## config.mk

```make
export PLATFORM = sky130hd
export DESIGN_NAME = store_buffer
export DESIGN_NICKNAME = d
export VERILOG_FILES = /design/src/rtl/sb_pkg.sv /design/src/rtl/sb_fifo.sv /design/src/rtl/store_buffer.sv
export SDC_FILE = /design/constraint.sdc
export NUM_CORES = 1
export LEC_CHECK = 0
export ABC_AREA = 0
export ABC_CLOCK_PERIOD_IN_PS = 4700
export BUFFER_PORTS_ARGS = -buffer_cell sky130_fd_sc_hd__buf_2
export CORE_ASPECT_RATIO = 1.1
export CORE_MARGIN = 1.5
export CORE_UTILIZATION = 62
export CTS_BUF_LIST = sky130_fd_sc_hd__clkbuf_2
export CTS_CLUSTER_SIZE = 28
export DETAILED_ROUTE_END_ITERATION = 6
export HOLD_SLACK_MARGIN = 0.02
export PLACE_DENSITY = 0.88
export SLEW_MARGIN = 10
export SYNTH_ARGS = -nofsm -noshare
export SYNTH_HDL_FRONTEND = slang
export SYNTH_SLANG_ARGS = --single-unit
```

## constraint.sdc

```tcl
create_clock -name clk -period 4.7 [get_ports clk]
set_clock_uncertainty 0.15 [all_clocks]
set_input_delay 1.175 -clock clk [delete_from_list [all_inputs] [get_ports clk]]
set_output_delay 1.175 -clock clk [all_outputs]
set_load 0.02 [all_outputs]
```

## src/rtl/sb_pkg.sv

```systemverilog
// Shared defaults, pointer width and entry type for the store buffer.
package sb_pkg;

  localparam int SB_DEPTH = 4;
  localparam int SB_AW    = 16;
  localparam int SB_DW    = 16;
  localparam int SB_PW    = $clog2(SB_DEPTH);

  typedef struct packed {
    logic [SB_AW-1:0] addr;
    logic [SB_DW-1:0] data;
  } sb_entry_t;

  typedef logic [SB_PW-1:0] sb_ptr_t;

endpackage

```

## src/rtl/sb_fifo.sv

```systemverilog
// Circular queue of buffered stores: per-slot addr/data registers plus head/tail/count.
// With STORE_BUFFER_FORWARD_EN every slot is also presented in age order (0 = oldest).
module sb_fifo
  import sb_pkg::*;
#(
  parameter int DEPTH = SB_DEPTH,
  parameter int AW    = SB_AW,
  parameter int DW    = SB_DW
) (
  input  logic          clk,
  input  logic          srst,
  input  logic          push,
  input  logic [AW-1:0] push_addr,
  input  logic [DW-1:0] push_data,
  input  logic          pop,
  output logic [AW-1:0] head_addr,
  output logic [DW-1:0] head_data,
  output logic          full,
  output logic          empty
`ifdef STORE_BUFFER_FORWARD_EN
  ,
  output logic [AW-1:0]    age_addr [DEPTH],
  output logic [DW-1:0]    age_data [DEPTH],
  output logic [DEPTH-1:0] age_valid
`endif
);

  localparam int PW = $clog2(DEPTH);
  localparam logic [PW:0] FULL_COUNT = (PW+1)'(DEPTH);

  logic [PW-1:0] head_q, head_d;
  logic [PW-1:0] tail_q, tail_d;
  logic [PW:0]   count_q, count_d;
  logic [AW-1:0] slot_addr [DEPTH];
  logic [DW-1:0] slot_data [DEPTH];

  // Pointers are PW bits wide and DEPTH is a power of two, so increment wraps naturally.
  always_comb begin
    head_d  = head_q;
    tail_d  = tail_q;
    count_d = count_q;
    if (push) tail_d = tail_q + 1'b1;
    if (pop)  head_d = head_q + 1'b1;
    if (push && !pop)      count_d = count_q + 1'b1;
    else if (pop && !push) count_d = count_q - 1'b1;
  end

  always_ff @(posedge clk) begin
    if (srst) begin
      head_q  <= '0;
      tail_q  <= '0;
      count_q <= '0;
    end else begin
      head_q  <= head_d;
      tail_q  <= tail_d;
      count_q <= count_d;
    end
  end

  for (genvar gi = 0; gi < DEPTH; gi++) begin : g_slot
    localparam logic [PW-1:0] SLOT = PW'(gi);
    logic [AW-1:0] addr_q, addr_d;
    logic [DW-1:0] data_q, data_d;

    always_comb begin
      addr_d = addr_q;
      data_d = data_q;
      if (push && tail_q == SLOT) begin
        addr_d = push_addr;
        data_d = push_data;
      end
    end

    // Slot contents need no reset: validity is carried entirely by head/count.
    always_ff @(posedge clk) begin
      addr_q <= addr_d;
      data_q <= data_d;
    end

    assign slot_addr[gi] = addr_q;
    assign slot_data[gi] = data_q;
  end

  assign head_addr = slot_addr[head_q];
  assign head_data = slot_data[head_q];
  assign full      = (count_q == FULL_COUNT);
  assign empty     = (count_q == '0);

`ifdef STORE_BUFFER_FORWARD_EN
  for (genvar gi = 0; gi < DEPTH; gi++) begin : g_age
    localparam logic [PW-1:0] OFFSET = PW'(gi);
    localparam logic [PW:0]   AGE    = (PW+1)'(gi);
    logic [PW-1:0] slot;

    assign slot          = head_q + OFFSET;
    assign age_addr[gi]  = slot_addr[slot];
    assign age_data[gi]  = slot_data[slot];
    assign age_valid[gi] = (AGE < count_q);
  end
`endif

endmodule

```

## src/rtl/store_buffer.sv

```systemverilog
// Store buffer: queues CPU stores and drains them to data memory whenever the port is free.
// Define STORE_BUFFER_FORWARD_EN to give loads priority with store-to-load forwarding.
module store_buffer
  import sb_pkg::*;
#(
  parameter int DEPTH = SB_DEPTH,
  parameter int AW    = SB_AW,
  parameter int DW    = SB_DW
) (
  input  logic          clk,
  input  logic          rst,
  input  logic          cpu_we,
  input  logic          cpu_re,
  input  logic [AW-1:0] cpu_addr,
  input  logic [DW-1:0] cpu_wdata,
  output logic [DW-1:0] cpu_rdata,
  output logic          cpu_stall,
  output logic [AW-1:0] mem_A,
  output logic [DW-1:0] mem_WD,
  output logic          mem_WE,
  output logic          mem_RE,
  input  logic [DW-1:0] mem_RD
);

  logic [AW-1:0] head_addr;
  logic [DW-1:0] head_data;
  logic          full;
  logic          empty;
  logic          push;
  logic          drain;
  logic          load_grant;
  logic          load_stall;
  logic          store_stall;

`ifdef STORE_BUFFER_FORWARD_EN
  logic [AW-1:0]    age_addr [DEPTH];
  logic [DW-1:0]    age_data [DEPTH];
  logic [DEPTH-1:0] age_valid;
  logic [DEPTH-1:0] age_hit;
  logic             fwd_hit;
  logic [DW-1:0]    fwd_data;
`endif

  sb_fifo #(
    .DEPTH (DEPTH),
    .AW    (AW),
    .DW    (DW)
  ) u_fifo (
    .clk       (clk),
    .srst      (rst),
    .push      (push),
    .push_addr (cpu_addr),
    .push_data (cpu_wdata),
    .pop       (drain),
    .head_addr (head_addr),
    .head_data (head_data),
    .full      (full),
    .empty     (empty)
`ifdef STORE_BUFFER_FORWARD_EN
    ,
    .age_addr  (age_addr),
    .age_data  (age_data),
    .age_valid (age_valid)
`endif
  );

  // Port arbitration; a full buffer still accepts a store when the head drains this cycle.
  always_comb begin
    load_grant  = 1'b0;
    load_stall  = 1'b0;
    drain       = 1'b0;
    store_stall = 1'b0;
    if (!rst) begin
`ifdef STORE_BUFFER_FORWARD_EN
      load_grant = cpu_re;
`else
      load_grant = cpu_re && empty;
      load_stall = cpu_re && !empty;
`endif
      drain       = !empty && !load_grant;
      store_stall = cpu_we && full && !drain;
    end
    push      = cpu_we && !store_stall && !rst;
    cpu_stall = store_stall || load_stall;
  end

  always_comb begin
    mem_A  = '0;
    mem_WD = '0;
    mem_WE = 1'b0;
    mem_RE = 1'b0;
    if (drain) begin
      mem_A  = head_addr;
      mem_WD = head_data;
      mem_WE = 1'b1;
    end else if (load_grant) begin
      mem_A  = cpu_addr;
      mem_RE = 1'b1;
    end
  end

`ifdef STORE_BUFFER_FORWARD_EN
  for (genvar gi = 0; gi < DEPTH; gi++) begin : g_match
    assign age_hit[gi] = age_valid[gi] && (age_addr[gi] == cpu_addr);
  end

  // Scan oldest to youngest so the youngest matching store wins.
  always_comb begin
    fwd_hit  = 1'b0;
    fwd_data = '0;
    for (int k = 0; k < DEPTH; k++) begin
      if (age_hit[k]) begin
        fwd_hit  = 1'b1;
        fwd_data = age_data[k];
      end
    end
  end

  always_comb begin
    cpu_rdata = '0;
    if (cpu_re) cpu_rdata = fwd_hit ? fwd_data : mem_RD;
  end
`else
  always_comb begin
    cpu_rdata = '0;
    if (load_grant) cpu_rdata = mem_RD;
  end
`endif

endmodule

```

==> out/summary.txt <==
status: completed
CP Class: reg2out
internal power: 2120 µW
VDD IR max: 0.356 mV
Yosys reg bits: 135
worst reg-to-reg setup slack: 2.36 ns
PostCTS Resize Cnt: 0
Remaining DRCs: 0
Syn Nets: 325
Lkg Pwr: 0.00235 µW
Core Area: 8500 µm²
grt ovf: 0
FMAX: 0.242 GHz
port bufs: 102
number of post-CTS setup repair buffers: 0
WP data required: 3.38 ns
Routability Congestion: 0.692
Crit-path slowest cell: dfxtp_2
cell type with the largest total area after synthesis: edfxtp_1
synth warn: 0
H-tree level count: 4
CTS tree: yes
DIE HEIGHT: 102 µm
Reg clk slew, reported paths: 0.17 ns
iteration count of the initial detailed-routing pass: 4
Netlist cell types: 28
CP Capture Type: output port
die width: 92.6 µm
min cycle time layout: 4.12 ns
ANT nets after route: 0
crit-path cells: buf_4 > mux4_2 > a22o_1 > buf_2
layout cell share with drive strength beyond 1: 44.2%
Num CTS Buffers: 17
dpl hpwl: 5710 µm
io pins: 103
total track usage: 22.2%
Pwr Total: 3060 µW
Clk network pwr share: 24.3%
sequential area share after synthesis: 72.8%
combinational share of power: 27.3%
synth top area cells: edfxtp_1, mux4_2, and2_1
WL/cell: 19.1 µm
post-route setup TNS: 0 ns
worst slew pin tran: 0.912 ns
WP data arrival: 2.80 ns
final core utilization: 74.4%
clk buf depth: 2
max_cap viols: 0
sequential power share: 48.4%
Area after DPL: 6050 µm²
Final setup violation count: 0
first-pass GRT wire length: 14500 µm
via count: 2832
final hold vios: 0
NumNets Final: 434
FP Rows: 35
Gate Count Post-Synth: 267
Clk Latency, worst-skew pair: 0.63 ns
initial core utilization: 64.4%
antenna violations before repair: 0
Final Cell Area: 6320 µm²
met2 usage: 37.4%
RSZ-0062 raised after global routing: no
largest net degree at the start of global routing: 34
met3 Track Usage GR: 6.38%
grt met1 use: 27.1%
slew margin rel.: 39.2%
Layout area overhead: 15.4%
starting DRC count in detailed routing: 215
power density cells: 484 nW/µm²
diodes inserted: 0
worst hold path type: reg2reg
CP startpoint kind: flip-flop
final WL: 9530 µm
Avg Vias per Cell: 5.66
gr busiest metal: met2
Post-Syn Area: 5480 µm²
sw frac: 30.8%
cts hold-fix bufs: 0
worst-path fanout max: 21
period utilisation layout: 87.7%
die area: 9400 µm²
top-area cell type share of the netlist area: 70.2%
slowest stage delay, CP: 0.83 ns
most common cell after layout, fill and taps aside: edfxtp_1
P_sw: 942 µW
Slew Limit Fails: 0
CTS sink cnt: 135
syn avg cell area: 20.5 µm²
commonest non-fill, non-tap cells in the layout: edfxtp_1, buf_2, and2_1
CTS root buf: clkbuf_2
number of global-route vias before repair: 2807
fillers: 511
==> metrics by stage <==
| step | cells | hold WS [ns] | worst slack (ns) |
|---|---|---|---|
| after floorplan | 267 | 0.364 | 1.16 |
| after global placement | 468 | 0.389 | 0.914 |
| after detailed placement | 468 | 0.416 | 0.865 |
| after CTS | 500 | 0.435 | 0.442 |
| after global routing | 500 | 0.458 | 0.338 |
| final | 500 | 0.429 | 0.576 |
==> routing by layer <==
metal  wire length, µm  vias up  share of wire (%)
li1                  -     1304                  -
met1              3810     1400                 40
met2              4960      119                 52
met3               641        9                6.7
met4               116        0                1.2
met5                 0        -                  0
==> registers in the layout, summed over array words and instances, names as in the netlist <==
register              flops
u_fifo.tail_q             2
u_fifo.g_slot.addr_q     64
u_fifo.head_q             2
u_fifo.g_slot.data_q     64
u_fifo.count_q            3
==> path summary, 6_finish.rpt <==
check / startpoint / depth (start not counted) / end
worst max register to register: u_fifo.count_q[0] / 8 / u_fifo.count_q[2]
worst min register to register: u_fifo.tail_q[1] / 2 / u_fifo.tail_q[1]
worst min-delay path: u_fifo.tail_q[1] / 2 / u_fifo.tail_q[1]
worst max-delay path: u_fifo.head_q[0] / 4 / mem_A[13]
==> critical path: cells and delay by family (launching register included) <==
| family | cells | cell delay, ns |
|---|---|---|
| buffers and inverters | 2 | 0.53 |
| multiplexers | 1 | 0.58 |
| flip-flops | 1 | 0.83 |
| AO/OA/AOI/OAI | 1 | 0.23 |
==> layout make-up <==
type                       instances  area (µm²)  area share [%]
inverter                           4        15.0           0.238
timing repair buffer             105         546            8.63
tap                              111         139            2.20
clock inverter                    14         183            2.89
clock buffer                      18        90.1            1.43
multi-input combinational        113        1360            21.5
sequential                       135        3990            63.1
==> synth_stat cells <==
cell type	number
inv_1	3
o21ai_0	1
o31ai_1	1
mux4_2	28
inv_2	1
or2_1	1
a21oi_1	1
xnor2_1	1
and2_1	36
nor2_1	7
buf_2	8
ha_1	5
clkbuf_1	1
or3_1	1
fa_1	1
buf_4	2
nor2b_1	1
buf_12	2
a22o_1	16
buf_6	2
dfxtp_1	7
mux2i_1	2
nor3_2	1
nand2b_4	1
xor2_1	4
nor4_4	1
mux4_1	4
edfxtp_1	128
==> cells by family after synthesis <==
kind of cell	count (synthesis)	synth area share, %
AOI/OAI and AO/OA	19	2.88
xor gates and xnor gates	5	0.800
adders and majority gates	6	1.51
buffers and inverters	19	2.49
DFF	135	72.8
muxes	34	13.8
and+or+nand+nor	49	5.76
==> power by group through the flow <==
stage | sequential, µW | combinational, µW | clock, µW
detailed placement | 1510 | 841 | 0
floorplan | 1420 | 712 | 0
global placement | 1510 | 825 | 0
finish | 1480 | 835 | 743
global route | 1490 | 904 | 800
CTS | 1490 | 847 | 754
(Power assumes the default switching activity.)
